$ cat config.mk
export PLATFORM = sky130hd
export DESIGN_NAME = instr_fetch_unit
export DESIGN_NICKNAME = d
export VERILOG_FILES = /design/src/rtl/instr_fetch_unit.sv
export SDC_FILE = /design/constraint.sdc
export NUM_CORES = 1
export LEC_CHECK = 0
export CAP_MARGIN = 20
export CORE_MARGIN = 2
export CORE_UTILIZATION = 35
export CTS_BUF_LIST = sky130_fd_sc_hd__clkbuf_16
export DETAILED_ROUTE_END_ITERATION = 16
export PLACE_DENSITY_LB_ADDON = 0.1
export REMOVE_ABC_BUFFERS = 1
export SLEW_MARGIN = 20
export SYNTH_ARGS = -nofsm -noshare
export SYNTH_HDL_FRONTEND = slang
export SYNTH_HIERARCHICAL = 1
export SYNTH_SLANG_ARGS = --single-unit
$ cat constraint.sdc
create_clock -name clk_i -period 5.6 [get_ports clk_i]
set_input_delay 1.12 -clock clk_i [delete_from_list [all_inputs] [get_ports clk_i]]
set_output_delay 1.12 -clock clk_i [all_outputs]
set_load 0.02 [all_outputs]
$ cat src/rtl/instr_fetch_unit.sv
// Instruction fetch stage: fetch PC, ordered memory reads, in-order prefetch queue, redirect flush.
// Latency: request fire at N, response at N+1 or later, instruction visible at response+1 (no bypass).
// Backpressure: instr_ready holds the queue head; queued plus outstanding reads are capped at DEPTH,
// so mem_req drops when the queue cannot absorb more responses.
//
// Ports:
//   clk_i, reset_i                    clock, synchronous active-high reset
//   mem_req_o/mem_addr_o/mem_ack_i    read request handshake (fire = req & ack)
//   mem_rvalid_i/mem_rdata_i          in-order read responses
//   instr_valid_o/instr_o/instr_pc_o  queue head presented to the datapath
//   instr_ready_i                     datapath consumes the head this cycle
//   redirect_i/redirect_pc_i          taken branch or jump: flush and refetch
//   halt_i                            level; blocks new requests only

// Generic in-order FIFO with a synchronous flush.
// Latency: a pushed word is at the head one cycle after the push (when the FIFO was empty).
// Backpressure: none internally; the caller must not push when full or pop when empty.
module ifu_fifo #(
  parameter int WIDTH = 16,
  parameter int DEPTH = 4,
  localparam int PTR_W = $clog2(DEPTH),
  localparam int CNT_W = $clog2(DEPTH + 1)
) (
  input  logic             clk_i,
  input  logic             reset_i,
  input  logic             flush_i,
  input  logic             push_i,
  input  logic [WIDTH-1:0] push_dat_i,
  input  logic             pop_i,
  output logic [WIDTH-1:0] head_dat_o,
  output logic [CNT_W-1:0] count_o
);

  localparam logic [PTR_W-1:0] PTR_ONE = PTR_W'(1);
  localparam logic [CNT_W-1:0] CNT_ONE = CNT_W'(1);

  logic [WIDTH-1:0] mem_q [DEPTH];
  logic [PTR_W-1:0] rd_ptr_q, rd_ptr_d;
  logic [PTR_W-1:0] wr_ptr_q, wr_ptr_d;
  logic [CNT_W-1:0] count_q, count_d;

  // Flush wins over a concurrent push or pop: both are dropped.
  always_comb begin
    rd_ptr_d = rd_ptr_q;
    wr_ptr_d = wr_ptr_q;
    count_d  = count_q;
    if (flush_i) begin
      rd_ptr_d = '0;
      wr_ptr_d = '0;
      count_d  = '0;
    end else begin
      if (push_i) begin
        wr_ptr_d = wr_ptr_q + PTR_ONE;
      end
      if (pop_i) begin
        rd_ptr_d = rd_ptr_q + PTR_ONE;
      end
      case ({push_i, pop_i})
        2'b10:   count_d = count_q + CNT_ONE;
        2'b01:   count_d = count_q - CNT_ONE;
        default: count_d = count_q;
      endcase
    end
  end

  always_ff @(posedge clk_i) begin
    if (reset_i) begin
      rd_ptr_q <= '0;
      wr_ptr_q <= '0;
      count_q  <= '0;
    end else begin
      rd_ptr_q <= rd_ptr_d;
      wr_ptr_q <= wr_ptr_d;
      count_q  <= count_d;
    end
  end

  // Storage needs no reset: the count qualifies every read of it.
  always_ff @(posedge clk_i) begin
    if (push_i && !flush_i) begin
      mem_q[wr_ptr_q] <= push_dat_i;
    end
  end

  assign head_dat_o = mem_q[rd_ptr_q];
  assign count_o    = count_q;

endmodule

module instr_fetch_unit #(
  parameter int DEPTH = 4
) (
  input  logic        clk_i,
  input  logic        reset_i,
  output logic        mem_req_o,
  output logic [15:0] mem_addr_o,
  input  logic        mem_ack_i,
  input  logic        mem_rvalid_i,
  input  logic [15:0] mem_rdata_i,
  output logic        instr_valid_o,
  output logic [15:0] instr_o,
  output logic [15:0] instr_pc_o,
  input  logic        instr_ready_i,
  input  logic        redirect_i,
  input  logic [15:0] redirect_pc_i,
  input  logic        halt_i
);

  localparam int CNT_W = $clog2(DEPTH + 1);
  localparam logic [CNT_W-1:0] DEPTH_C = CNT_W'(DEPTH);
  localparam logic [CNT_W-1:0] CNT_ONE = CNT_W'(1);

  logic [15:0]      fetch_pc_q, fetch_pc_d;
  logic [15:0]      head_pc_q, head_pc_d;
  logic [CNT_W-1:0] outstanding_q, outstanding_d;
  logic [CNT_W-1:0] drop_q, drop_d;

  logic [CNT_W-1:0] q_count;
  logic [15:0]      q_head;
  logic [CNT_W:0]   occupancy;
  logic [15:0]      target_pc;
  logic             fire;
  logic             rsp_accept;
  logic             rsp_discard;
  logic             push;
  logic             pop;
  logic             unused_redirect_lsb;

  // Fetch is halfword aligned; the low bit of the target is meaningless.
  assign target_pc           = {redirect_pc_i[15:1], 1'b0};
  assign unused_redirect_lsb = redirect_pc_i[0];

  // Every outstanding read owns a queue slot, so a response can never find
  // the queue full. Reads that will be dropped still hold their slot; that
  // is conservative and only costs a little bandwidth right after a redirect.
  assign occupancy = {1'b0, q_count} + {1'b0, outstanding_q};
  assign mem_req_o = ~reset_i & ~halt_i & ~redirect_i & (occupancy < {1'b0, DEPTH_C});
  assign mem_addr_o = fetch_pc_q;
  assign fire       = mem_req_o & mem_ack_i;

  // A response with nothing outstanding belongs to a read issued before a
  // reset; it is ignored so the counters cannot underflow.
  assign rsp_accept  = mem_rvalid_i & (outstanding_q != '0);
  // Responses are ordered, so while drop is non-zero the arriving word is
  // one of the pre-redirect reads. A response in the redirect cycle itself is
  // also stale.
  assign rsp_discard = (drop_q != '0) | redirect_i;
  assign push        = rsp_accept & ~rsp_discard;

  assign instr_valid_o = (q_count != '0);
  assign pop           = instr_valid_o & instr_ready_i & ~redirect_i;
  assign instr_o       = instr_valid_o ? q_head : 16'h0000;
  assign instr_pc_o    = head_pc_q;

  ifu_fifo #(
    .WIDTH (16),
    .DEPTH (DEPTH)
  ) u_queue (
    .clk_i      (clk_i),
    .reset_i    (reset_i),
    .flush_i    (redirect_i),
    .push_i     (push),
    .push_dat_i (mem_rdata_i),
    .pop_i      (pop),
    .head_dat_o (q_head),
    .count_o    (q_count)
  );

  always_comb begin
    fetch_pc_d    = fetch_pc_q;
    head_pc_d     = head_pc_q;
    drop_d        = drop_q;
    outstanding_d = outstanding_q;
    if (fire) begin
      outstanding_d = outstanding_d + CNT_ONE;
    end
    if (rsp_accept) begin
      outstanding_d = outstanding_d - CNT_ONE;
    end

    if (redirect_i) begin
      fetch_pc_d = target_pc;
      head_pc_d  = target_pc;
      // No request fires in a redirect cycle, so every read still in flight
      // after this edge predates the redirect and must be thrown away.
      drop_d     = outstanding_d;
    end else begin
      if (fire) begin
        fetch_pc_d = fetch_pc_q + 16'd2;
      end
      if (pop) begin
        head_pc_d = head_pc_q + 16'd2;
      end
      if (rsp_accept && (drop_q != '0)) begin
        drop_d = drop_q - CNT_ONE;
      end
    end
  end

  always_ff @(posedge clk_i) begin
    if (reset_i) begin
      fetch_pc_q    <= 16'h0000;
      head_pc_q     <= 16'h0000;
      outstanding_q <= '0;
      drop_q        <= '0;
    end else begin
      fetch_pc_q    <= fetch_pc_d;
      head_pc_q     <= head_pc_d;
      outstanding_q <= outstanding_d;
      drop_q        <= drop_d;
    end
  end

  // The request cap must keep a kept response from ever meeting a full queue.
  a_no_push_when_full: assert property (@(posedge clk_i) disable iff (reset_i)
    !(push && (q_count == DEPTH_C)));

  // Dropped reads are a subset of the outstanding ones.
  a_drop_le_outstanding: assert property (@(posedge clk_i) disable iff (reset_i)
    drop_q <= outstanding_q);

endmodule
* Word-level counts from Yosys, hierarchy flattened
Memory sizes are Yosys's and may differ from the RTL's. A register that Yosys moved wholly into a read port is not among the register bits. Cells that the tools add are included.
Storage, ports and cells: register bits 45, memories 1, output and inout port bits 50, bits in writable memories 64
Cells by class: reductions and logical operators 11, add/sub/neg operators 10, bitwise operators 13, multiplexer cells 14, equal/unequal tests 2, magnitude comparators 1
Memory list:
- u_queue.mem_q | depth 4, width 16, rd ports 1, clocked after Yosys merged registers in 1, wr ports 1, line 37 | logic [WIDTH-1:0] mem_q [DEPTH];
Operators with widths (count):
- two-way mux 16 bit | 5
- adder 16 x 2 -> 16 bit, second input constant | 2
- two-way mux 3 bit | 4
- nonzero test 3 bit | 3
- subtractor 3 x 1 -> 3 bit, second input constant | 3
- AND 1 bit | 8
- nonzero test 2 bit | 4
- adder 3 x 1 -> 3 bit, second input constant | 2
- one-hot mux 3 bit (2 select lines) | 1
- adder 2 x 1 -> 2 bit, second input constant | 2
- adder 3 x 3 -> 4 bit | 1
- less-than comparator 4 x 3 -> 1 bit, second input constant | 1
- two-way mux 2 bit | 2
- NOT 1 bit | 4
- equality test 2 x 1 -> 1 bit, second input constant | 1
- equality test 2 bit, second input constant | 1
- logical AND 1 bit | 2
- two-way mux 1 bit | 2
- OR reduction 2 bit | 1
- logical NOT 1 bit | 1
- OR 1 bit | 1

* Depth between registers and ports, before layout
Gate-level depths: netlist of run 1.
depth in word-level cells 9, mapped depth 12

* Cells and area by module
The synthesis of run 1 kept the hierarchy.
Modules (own cells, without submodules):
- ifu_fifo | area an instance 2768.9 sq um, cells each 127, sequential area each 2102.0 sq um, times used 1
- instr_fetch_unit | area an instance 2311.0 sq um, cells each 290, sequential area each 720.7 sq um, times used 1

* Least setup slack after synthesis of run 1
No wires, ideal clock.
path type input port to flip-flop, start in redirect_i, end reg u_queue.count_q[2], in the netlist u_queue/count_o[2], library setup time 0.070 ns, path buffers 2, arrival time 3.156 ns, path slack 2.374 ns, cell stages on the path 9, path through clkbuf_1 > clkbuf_1 > nor3b_1 > inv_1 > ha_1 > fa_1 > xnor2_1 > or3_1 > a21oi_1
Between the ends: word-level cells in the longest chain between the ends 5
RTL lines:
- start: declaration | line 104 | input logic redirect_i,
- OR 1 bit * | line 147 | assign rsp_discard = (drop_q != '0) | redirect_i;
- NOT 1 bit * | line 148 | assign push = rsp_accept & ~rsp_discard;
- AND 1 bit * | line 148
- net push | line 125 | logic push;
- equality test 2 x 1 -> 1 bit or equality test 2 bit (tied branches) | line 58 | case ({push_i, pop_i})
- one-hot mux 3 bit (2 select lines) or nonzero test 2 bit (tied branches)
- end signal: assignment | line 74 | count_q <= count_d;
- end: declaration | line 40 | logic [CNT_W-1:0] count_q, count_d;
Mark *: on every way through the listed nets, which the timed path passes. The rest lies on a longest branch. A chain may end at the register's enable or synchronous reset.

* Worst setup path in the final report of run 1
start in reset_i, end out mem_req_o
Between the ends: word-level cells in the longest chain between the ends 4
RTL lines:
- start: declaration | line 94 | input logic reset_i,
- NOT 1 bit | line 137 | assign mem_req_o = ~reset_i & ~halt_i & ~redirect_i & (occupancy < {1'b0, DEPTH_C});
- AND 1 bit (3 in a row) | line 137
- end: declaration | line 95 | output logic mem_req_o,
Every way passes these cells.

==> flow_metrics.env, run 1 <==
export IMPL_cp_top_family="buffers and inverters"
export IMPL_post_route_min_period_ns=4.232
export IMPL_fin_cells=684
export IMPL_setup_tns_ns=0
export IMPL_nets=549
export IMPL_die_w_um=124.5
export IMPL_area_growth_pct=25.71
export IMPL_synth_cell_types=56
export IMPL_arrival_ns=3.11
export IMPL_synth_top_cells_by_count="edfxtp_1 (64), dfxtp_1 (45), nand2_1 (33)"
export IMPL_cp_end_kind="primary output"
export IMPL_yosysWarnings=6
export IMPL_grt_pass1_wl_um=19800
export IMPL_track_usage_pct=16.21
export IMPL_max_freq_mhz=236.3
export IMPL_initial_core_util_pct=35.35
export IMPL_drt_iter0_drc=246
export IMPL_cp_slowest_cell="clkdlybuf4s50_1"
export IMPL_drt_wl_total_um=12230
export IMPL_grt_pass1_vias=3713
export IMPL_dp_cells=668
export IMPL_period_share_pct=75.56
export IMPL_clk_latency_ns=0.35
export IMPL_cts_resized=0
export IMPL_htree_levels=3
export IMPL_worst_slack_ns=1.368
export IMPL_vdd_drop_max_uv=128.5
export IMPL_cp_start_kind="input pin"
export IMPL_synth_top_area_cell="edfxtp_1"
export IMPL_postRouteAntennaNets=0
export IMPL_drv_slew=0
export IMPL_synth_cell_area_um2=5080
export IMPL_rsz0062_at_grt="no"
export IMPL_cts_tree="built"
export IMPL_grt_remaining_overflow=0
export IMPL_maxSlewHeadroom_pct=39.36
export IMPL_ys_ff_latch=109
export IMPL_cp_cell_sequence="clkdlybuf4s50_1, nor4_4, nand2_1, nor3_1, clkdlybuf4s50_1"
export IMPL_ys_dominant_reg_cell="edfxtp_1"
export IMPL_async_reset_ff_share_pct=0
export IMPL_synth_top_area_share_pct=37.83
export IMPL_cpPeakStageDelay_ns=0.65
export IMPL_outcome="finished clean"
export IMPL_pre_cts_ws_ns=1.326
export IMPL_setup_viol=0
export IMPL_synth_edff_count=64
export IMPL_hold_violations=0
export IMPL_numCtsBuffers=9
export IMPL_power_density_nw_per_um2=288.6
export IMPL_drive_gt1_share_pct=7.600
export IMPL_multiInputGateArea_um2=2096
export IMPL_worst_path_most_repeated_cell="clkdlybuf4s50_1"
export IMPL_synth_area_top_cells="edfxtp_1 (38%), dfxtp_1 (18%), mux4_2 (4.4%)"
export IMPL_post_cts_setup_buffers=0
export IMPL_crit_buf_inv=2
export IMPL_port_buffers=85
export IMPL_drc=0
export IMPL_leakagePower_nw=2.093
export IMPL_wl_per_cell_um=17.88
export IMPL_crit_required_ns=4.48
export IMPL_fp_row_count=44
export IMPL_regArea_um2=2824
export IMPL_ys_seq_area_share_pct=55.57
export IMPL_cts_clk_slew_worst_paths_ns=0.07
export IMPL_cts_sinks=109
export IMPL_gp_congestion=0.8308
export IMPL_worst_hold_path_type="reg -> reg"
export IMPL_worst_pin_slew_ns=0.9097
export IMPL_avgSynthCellArea_um2=12.18
export IMPL_vias_per_cell=5.292
export IMPL_antenna_cells=0
export IMPL_vias=3620
export IMPL_die_area_um2=15490
export IMPL_antenna_found_initial=0
export IMPL_cts_root_buf="clkbuf_16"
export IMPL_drv_cap=0
export IMPL_io_pins=89
export IMPL_hold_buffers=0
export IMPL_syn_instance_count=417
export IMPL_grt_max_degree=33
export IMPL_clock_path_buffers=2
export IMPL_worstSetupPathType="in -> out"
export IMPL_first_pass_iters=4
export IMPL_power_total_mw=1.843
export IMPL_core_um2=14370
export IMPL_die_h_um=124.5
export IMPL_clock_skew_ns=0.009213
export IMPL_dpl_hpwl_um=8167
export IMPL_cp_max_fo=9
export IMPL_yosysMostFrequentCell="edfxtp_1"
export IMPL_nFillCells=1336
==> final timing paths <==
check | start | to | slack (ns) | depth (start not counted)
worst min register to register | mem_addr_o[15] | mem_addr_o[15] | 0.50 | 2
worst max-delay path | reset_i | mem_req_o | 1.37 | 5
worst max register to register | outstanding_q[0] | u_queue/mem_q[1][10] | 2.46 | 8
worst min-delay path | mem_addr_o[15] | mem_addr_o[15] | 0.50 | 2
==> through the flow <==
stage / hold WS, ns / cell area, um^2 / utilization, %
final: 0.4983 / 6386 / 44.44
after CTS: 0.4995 / 6377 / 44.38
after detailed placement: 0.4834 / 6078 / 42.30
after global placement: 0.4803 / 6078 / 42.30
after floorplan: 0.4847 / 4962 / -
after global routing: 0.5338 / 6386 / 44.44
==> worst min-delay path, stage by stage, from the launching register on <==
cell	delay, ns
dfxtp_1	0.34
nand2_1	0.06
o22ai_1	0.05
==> where the power goes <==
part	internal [mW]	switching [mW]	total, mW
sequential	0.880	0.0323	0.913
combinational	0.130	0.156	0.286
clock	0.350	0.295	0.645
==> registers in the layout, summed over array words and instances, names as in the netlist, named ones only <==
signal	flops
drop_q	3
instr_pc_o	15
mem_addr_o	15
outstanding_q	3
u_queue/count_o	3
u_queue/mem_q	64
u_queue/rd_ptr_q	2
u_queue/wr_ptr_q	2
==> per-layer routing <==
metal	wire, um	track usage [%]	up-vias	part of all wire [%]
met2	5985	27.74	89	49
met3	719	4.682	15	5.9
met4	202	5.750	0	1.7
met5	0	0	-	0
met1	5322	19.48	1771	44
li1	-	-	1745	-
==> cell usage in the layout (no fill, tap or decap), types with 10 or more instances in the layout <==
| cell type | n |
|---|---|
| a21oi_1 | 13 |
| nor3_1 | 11 |
| xnor2_1 | 12 |
| nor2b_1 | 16 |
| dfxtp_1 | 44 |
| mux4_2 | 10 |
| nand2_1 | 33 |
| a31oi_1 | 12 |
| ha_1 | 14 |
| nor2_1 | 21 |
| edfxtp_1 | 64 |
| clkdlybuf4s50_1 | 85 |
| inv_1 | 16 |
| nand3_1 | 10 |
==> logic make-up (layout without fill, tap and decap cells) <==
logic type,count (synthesis),in the layout,share of synthesized area (%)
AOI/OAI and AO/OA,78,78,10.94
xor gates and xnor gates,14,14,2.414
adders and majority gates,15,15,3.842
buffers and inverters,38,120,3.497
DFF,109,109,55.57
muxes,21,21,8.522
other,1,2,0.07382
and+or+nand+nor,141,141,15.15
==> final cells by class <==
class                      count  area share (%)
timing repair buffer          89           13.79
clock inverter                 7           1.156
clock buffer                   9           3.527
tap                          184           3.605
sequential                   109           44.22
inverter                      15          0.8817
multi-input combinational    271           32.82
Power figures use the tool's default switching activity.
==> run 2: changes to the inputs <==
- clock period: 5.6 -> 4.4 ns (I/O delays scaled with it)
==> run 2 against run 1 <==
Worst hold slack got worse by 0.0041 ns. Cell count increased by 0.73%. Combinational power increased by 28%. Critical path type unchanged. Register-to-register slack got worse by 1.2 ns. Routed wire length decreased by 2.3%. Power increased by 28%. Via count increased by 0.91%.
==> flow_metrics.env, run 2 (synthesized netlist as in run 1, its figures left out) <==
export IMPL_clk_latency_ns=0.35
export IMPL_worstSetupPathType="in -> out"
export IMPL_worst_pin_slew_ns=1.045
export IMPL_cts_tree="built"
export IMPL_crit_required_ns=3.52
export IMPL_postRouteAntennaNets=0
export IMPL_regArea_um2=2823
export IMPL_first_pass_iters=4
export IMPL_layout_common_cells="clkdlybuf4s50_1 (85), edfxtp_1 (64), dfxtp_1 (45), nand2_1 (33), nor2_1 (21)"
export IMPL_drv_cap=0
export IMPL_max_freq_mhz=263.7
export IMPL_die_h_um=124.5
export IMPL_port_buffers=85
export IMPL_drive_gt1_share_pct=8.515
export IMPL_vias_per_cell=5.302
export IMPL_r2r_cells=11
export IMPL_antenna_cells=0
export IMPL_vdd_drop_max_uv=178.8
export IMPL_largest_register_ffs=64
export IMPL_r2r_end="u_queue/count_o[2]"
export IMPL_worst_hold_path_type="reg -> reg"
export IMPL_cts_clk_slew_worst_paths_ns=0.08
export IMPL_cp_start_kind="input pin"
export IMPL_grt_pass1_vias=3619
export IMPL_vias=3653
export IMPL_numCtsBuffers=9
export IMPL_post_cts_setup_buffers=0
export IMPL_gp_congestion=0.8262
export IMPL_clock_skew_ns=0.01194
export IMPL_nFillCells=1306
export IMPL_pre_cts_ws_ns=0.5976
export IMPL_arrival_ns=2.91
export IMPL_drt_iter0_drc=197
export IMPL_drt_wl_total_um=11950
export IMPL_r2r_start="outstanding_q[0]"
export IMPL_area_growth_pct=26.40
export IMPL_wl_per_cell_um=17.35
export IMPL_htree_levels=3
export IMPL_period_share_pct=86.19
export IMPL_fp_row_count=44
export IMPL_final_common_cell="clkdlybuf4s50_1"
export IMPL_hold_buffers=0
export IMPL_cts_sinks=109
export IMPL_die_area_um2=15490
export IMPL_critical_path_startpoint="reset_i"
export IMPL_dpl_hpwl_um=8089
export IMPL_cp_end_kind="primary output"
export IMPL_leakagePower_nw=2.124
export IMPL_track_usage_pct=15.89
export IMPL_setup_tns_ns=0
export IMPL_core_um2=14370
export IMPL_clock_path_buffers=2
export IMPL_initial_core_util_pct=35.35
export IMPL_io_pins=89
export IMPL_cp_endpoint="mem_req_o"
export IMPL_cts_root_buf="clkbuf_16"
export IMPL_reg2reg_setup_slack_ns=1.26
export IMPL_multiInputGateArea_um2=2088
export IMPL_cts_resized=0
export IMPL_hold_violations=0
export IMPL_nets=554
export IMPL_antenna_found_initial=0
export IMPL_grt_remaining_overflow=0
export IMPL_die_w_um=124.5
export IMPL_drc=0
export IMPL_setup_viol=0
export IMPL_maxSlewHeadroom_pct=29.21
export IMPL_drv_slew=0
export IMPL_final_util_pct=44.69
export IMPL_grt_max_degree=31
export IMPL_grt_pass1_wl_um=19460
export IMPL_rsz0062_at_grt="no"
export IMPL_top_register="u_queue/mem_q"
export IMPL_post_route_min_period_ns=3.792
export IMPL_cp_max_fo=9
export IMPL_worst_slack_ns=0.6078
export IMPL_outcome="finished clean"
export IMPL_power_density_nw_per_um2=367.9
==> run 2: changes by cell type in the layout (fill, tap and decap cells not counted), sizes merged <==
cell and change:
buf +5
==> run 2: area by class of cell <==
| cell class | instances | share of cell area (%) |
|---|---|---|
| Sequential cell | 109 | 43.96 |
| Multi-Input combinational cell | 271 | 32.52 |
| Timing Repair Buffer | 94 | 14.30 |
| Tap cell | 184 | 3.585 |
| Clock buffer | 9 | 3.507 |
| Clock inverter | 7 | 1.247 |
| Inverter | 15 | 0.8769 |
==> run 2: layer usage <==
layer / part of all wire (%) / track usage, % / vias to the layer above
met3: 5.4 / 3.866 / 16
met1: 45 / 20.68 / 1784
met4: 2.1 / 6.015 / 0
met5: 0 / 0 / -
li1: - / - / 1746
met2: 48 / 25.72 / 107
==> run 2: worst max-delay path, cell delays in order <==
cell and delay (ns):
clkdlybuf4s50_1 0.53, nor4_4 0.53, nand2_1 0.09, nor3_1 0.22
clkdlybuf4s50_1 0.65
==> run 2: how the worst min path moves through the flow <==
stage / from / end / slack (ns) / depth (start not counted)
after floorplan: u_queue/rd_ptr_q[1] / flip-flop / 0.48 / 2
after global placement: mem_addr_o[15] / mem_addr_o[15] / 0.48 / 2
after detailed placement: mem_addr_o[15] / mem_addr_o[15] / 0.48 / 2
after CTS: mem_addr_o[15] / mem_addr_o[15] / 0.49 / 2
after global routing: mem_addr_o[15] / mem_addr_o[15] / 0.53 / 2
final: mem_addr_o[15] / mem_addr_o[15] / 0.49 / 2
==> run 2: through the flow <==
| stage | total power, mW | cells | instance area [um^2] | hold WS, ns |
|---|---|---|---|---|
| 2_1_floorplan | 1.388 | 395 | 4962 | 0.4847 |
| 3_3_place_gp | 1.542 | 673 | 6116 | 0.4802 |
| 3_5_place_dp | 1.547 | 673 | 6116 | 0.4791 |
| 4_1_cts | 2.393 | 689 | 6421 | 0.4920 |
| 5_1_grt | 2.469 | 689 | 6421 | 0.5324 |
| 6_report | 2.363 | 689 | 6421 | 0.4942 |
==> run 2: power breakdown <==
| part | switching [mW] | total, mW | internal, mW |
|---|---|---|---|
| Sequential | 0.0406 | 1.16 | 1.12 |
| Clock | 0.387 | 0.837 | 0.450 |
| Combinational | 0.198 | 0.365 | 0.167 |
| Total | 0.626 | 2.36 | 1.74 |
==> run 3: changes to the inputs <==
- PLACE_DENSITY: unset -> 0.63
- PLACE_DENSITY_LB_ADDON: 0.1 -> unset
==> run 3 against run 2 <==
Sequential cell count stayed put. Global-route usage fell by 0.80 points. Core utilization rose by 0.078 points. Cell count rose by 0.15%. First-iteration DRC count grew 37%. Power increased by 0.23%. Critical path depth unchanged. Highest routed layer unchanged.
==> flow_metrics.env, run 3 (synthesized netlist as in run 1, its figures left out) <==
export IMPL_outcome="finished clean"
export IMPL_fp_row_count=44
export IMPL_worst_hold_path_type="reg -> reg"
export IMPL_final_common_cell="clkdlybuf4s50_1"
export IMPL_fin_area_um2=6432
export IMPL_core_um2=14370
export IMPL_htree_levels=3
export IMPL_top_register="u_queue/mem_q"
export IMPL_largest_register_ffs=64
export IMPL_worst_pin_slew_ns=0.8024
export IMPL_cts_resized=0
export IMPL_die_h_um=124.5
export IMPL_crit_required_ns=3.52
export IMPL_cp_slowest_cell="clkdlybuf4s50_1"
export IMPL_initial_core_util_pct=35.35
export IMPL_grt_pass1_wl_um=18730
export IMPL_grt_remaining_overflow=0
export IMPL_max_freq_mhz=270.5
export IMPL_vias=3611
export IMPL_rsz0062_at_grt="no"
export IMPL_clk_latency_ns=0.35
export IMPL_placed_cell_area_um2=6123
export IMPL_grt_pass1_vias=3584
export IMPL_die_area_um2=15490
export IMPL_gp_congestion=0.8093
export IMPL_clock_path_buffers=2
export IMPL_worst_path_most_repeated_cell="clkdlybuf4s50_1"
export IMPL_grt_max_degree=31
export IMPL_nets=555
export IMPL_antenna_cells=0
export IMPL_reg2reg_setup_slack_ns=1.26
export IMPL_period_share_pct=84.03
export IMPL_drc=0
export IMPL_drt_iter0_drc=269
export IMPL_clock_skew_ns=0.006222
export IMPL_cp_end_kind="primary output"
export IMPL_post_route_min_period_ns=3.697
export IMPL_cts_sinks=109
export IMPL_hold_buffers=0
export IMPL_cts_root_buf="clkbuf_16"
export IMPL_io_pins=89
export IMPL_leakagePower_nw=2.134
export IMPL_layout_common_cells="clkdlybuf4s50_1 (85), edfxtp_1 (64), dfxtp_1 (45), nand2_1 (33), nor2_1 (21)"
export IMPL_wl_per_cell_um=16.58
export IMPL_die_w_um=124.5
export IMPL_cpPeakStageDelay_ns=0.65
export IMPL_cp_start_kind="input pin"
export IMPL_drv_slew=0
export IMPL_postRouteAntennaNets=0
export IMPL_maxSlewHeadroom_pct=46.43
export IMPL_numCtsBuffers=9
export IMPL_setup_viol=0
export IMPL_drv_cap=0
export IMPL_worstSetupPathType="in -> out"
export IMPL_track_usage_pct=15.08
export IMPL_area_growth_pct=26.63
export IMPL_crit_buf_inv=2
export IMPL_cp_cell_sequence="clkdlybuf4s50_1, nor4_4, nand2_1, nor3_1, clkdlybuf4s50_1"
export IMPL_hold_violations=0
export IMPL_port_buffers=85
export IMPL_cts_tree="built"
export IMPL_post_cts_setup_buffers=0
export IMPL_setup_tns_ns=0
export IMPL_cp_top_family="buffers and inverters"
export IMPL_vias_per_cell=5.233
export IMPL_drive_gt1_share_pct=8.696
export IMPL_arrival_ns=2.82
export IMPL_dpl_hpwl_um=7844
export IMPL_power_density_nw_per_um2=368.1
export IMPL_cts_clk_slew_worst_paths_ns=0.07
export IMPL_vdd_drop_max_uv=193.4
export IMPL_antenna_found_initial=0
export IMPL_drt_wl_total_um=11440
export IMPL_first_pass_iters=4
export IMPL_cp_max_fo=9
==> run 3: cell count changes in the layout (fill, tap and decap cells not counted), sizes merged <==
cell	delta
clkinv	-1
clkinvlp	-1
buf	+1
inv	+2
==> run 3: final timing paths <==
kind                    startpoint  cells past startpoint                  to
setup / recovery           reset_i                      5           mem_req_o
hold / removal      mem_addr_o[15]                      2      mem_addr_o[15]
setup reg to reg  outstanding_q[0]                     11  u_queue/count_o[2]
hold reg to reg     mem_addr_o[15]                      2      mem_addr_o[15]
==> run 3: metal layers <==
metal	vias up	share of wire [%]	GRT usage (%)
met5	-	0	0
li1	1751	-	-
met4	0	1.0	3.371
met3	10	6.1	4.854
met1	1741	44	19.34
met2	109	49	25.01
==> run 3: where the power goes <==
| part | internal [mW] | switching (mW) | total (mW) | leakage [nW] |
|---|---|---|---|---|
| logic | 0.167 | 0.194 | 0.361 | 1.03 |
| clock network | 0.455 | 0.392 | 0.847 | 0.155 |
| registers | 1.12 | 0.0404 | 1.16 | 0.946 |
| total | 1.74 | 0.626 | 2.37 | 2.13 |
==> run 3: metrics by stage <==
step / setup slack [ns] / util (%) / instances / hold slack [ns] / power [mW]
6_report: 0.7029 / 44.77 / 690 / 0.4932 / 2.368
5_1_grt: 0.5915 / 44.77 / 690 / 0.5152 / 2.473
4_1_cts: 0.6758 / 44.77 / 690 / 0.4943 / 2.389
3_5_place_dp: 0.6894 / 42.62 / 674 / 0.4813 / 1.543
3_3_place_gp: 0.6802 / 42.62 / 674 / 0.4730 / 1.533
2_1_floorplan: 1.584 / - / 395 / 0.4847 / 1.388
==> run 3: area by class of cell <==
cell class                      count  area, um^2
Multi-Input combinational cell    271        2088
Tap cell                          184       230.2
Sequential cell                   109        2823
Inverter                           15       56.30
Fill cell                        1328        7936
Timing Repair Buffer               95       925.9
Clock buffer                        9       225.2
Clock inverter                      7       83.83
==> run 3: worst reg2reg max path: stages (launching register included) <==
cell and delay [ns]:
dfxtp_1 0.41, inv_1 0.07, ha_1 0.21, nand2b_1 0.19, and2_1 0.31, nor3b_1 0.50, inv_1 0.12, ha_1 0.27
fa_1 0.39, xnor2_1 0.15, or3_1 0.31, a21oi_1 0.15
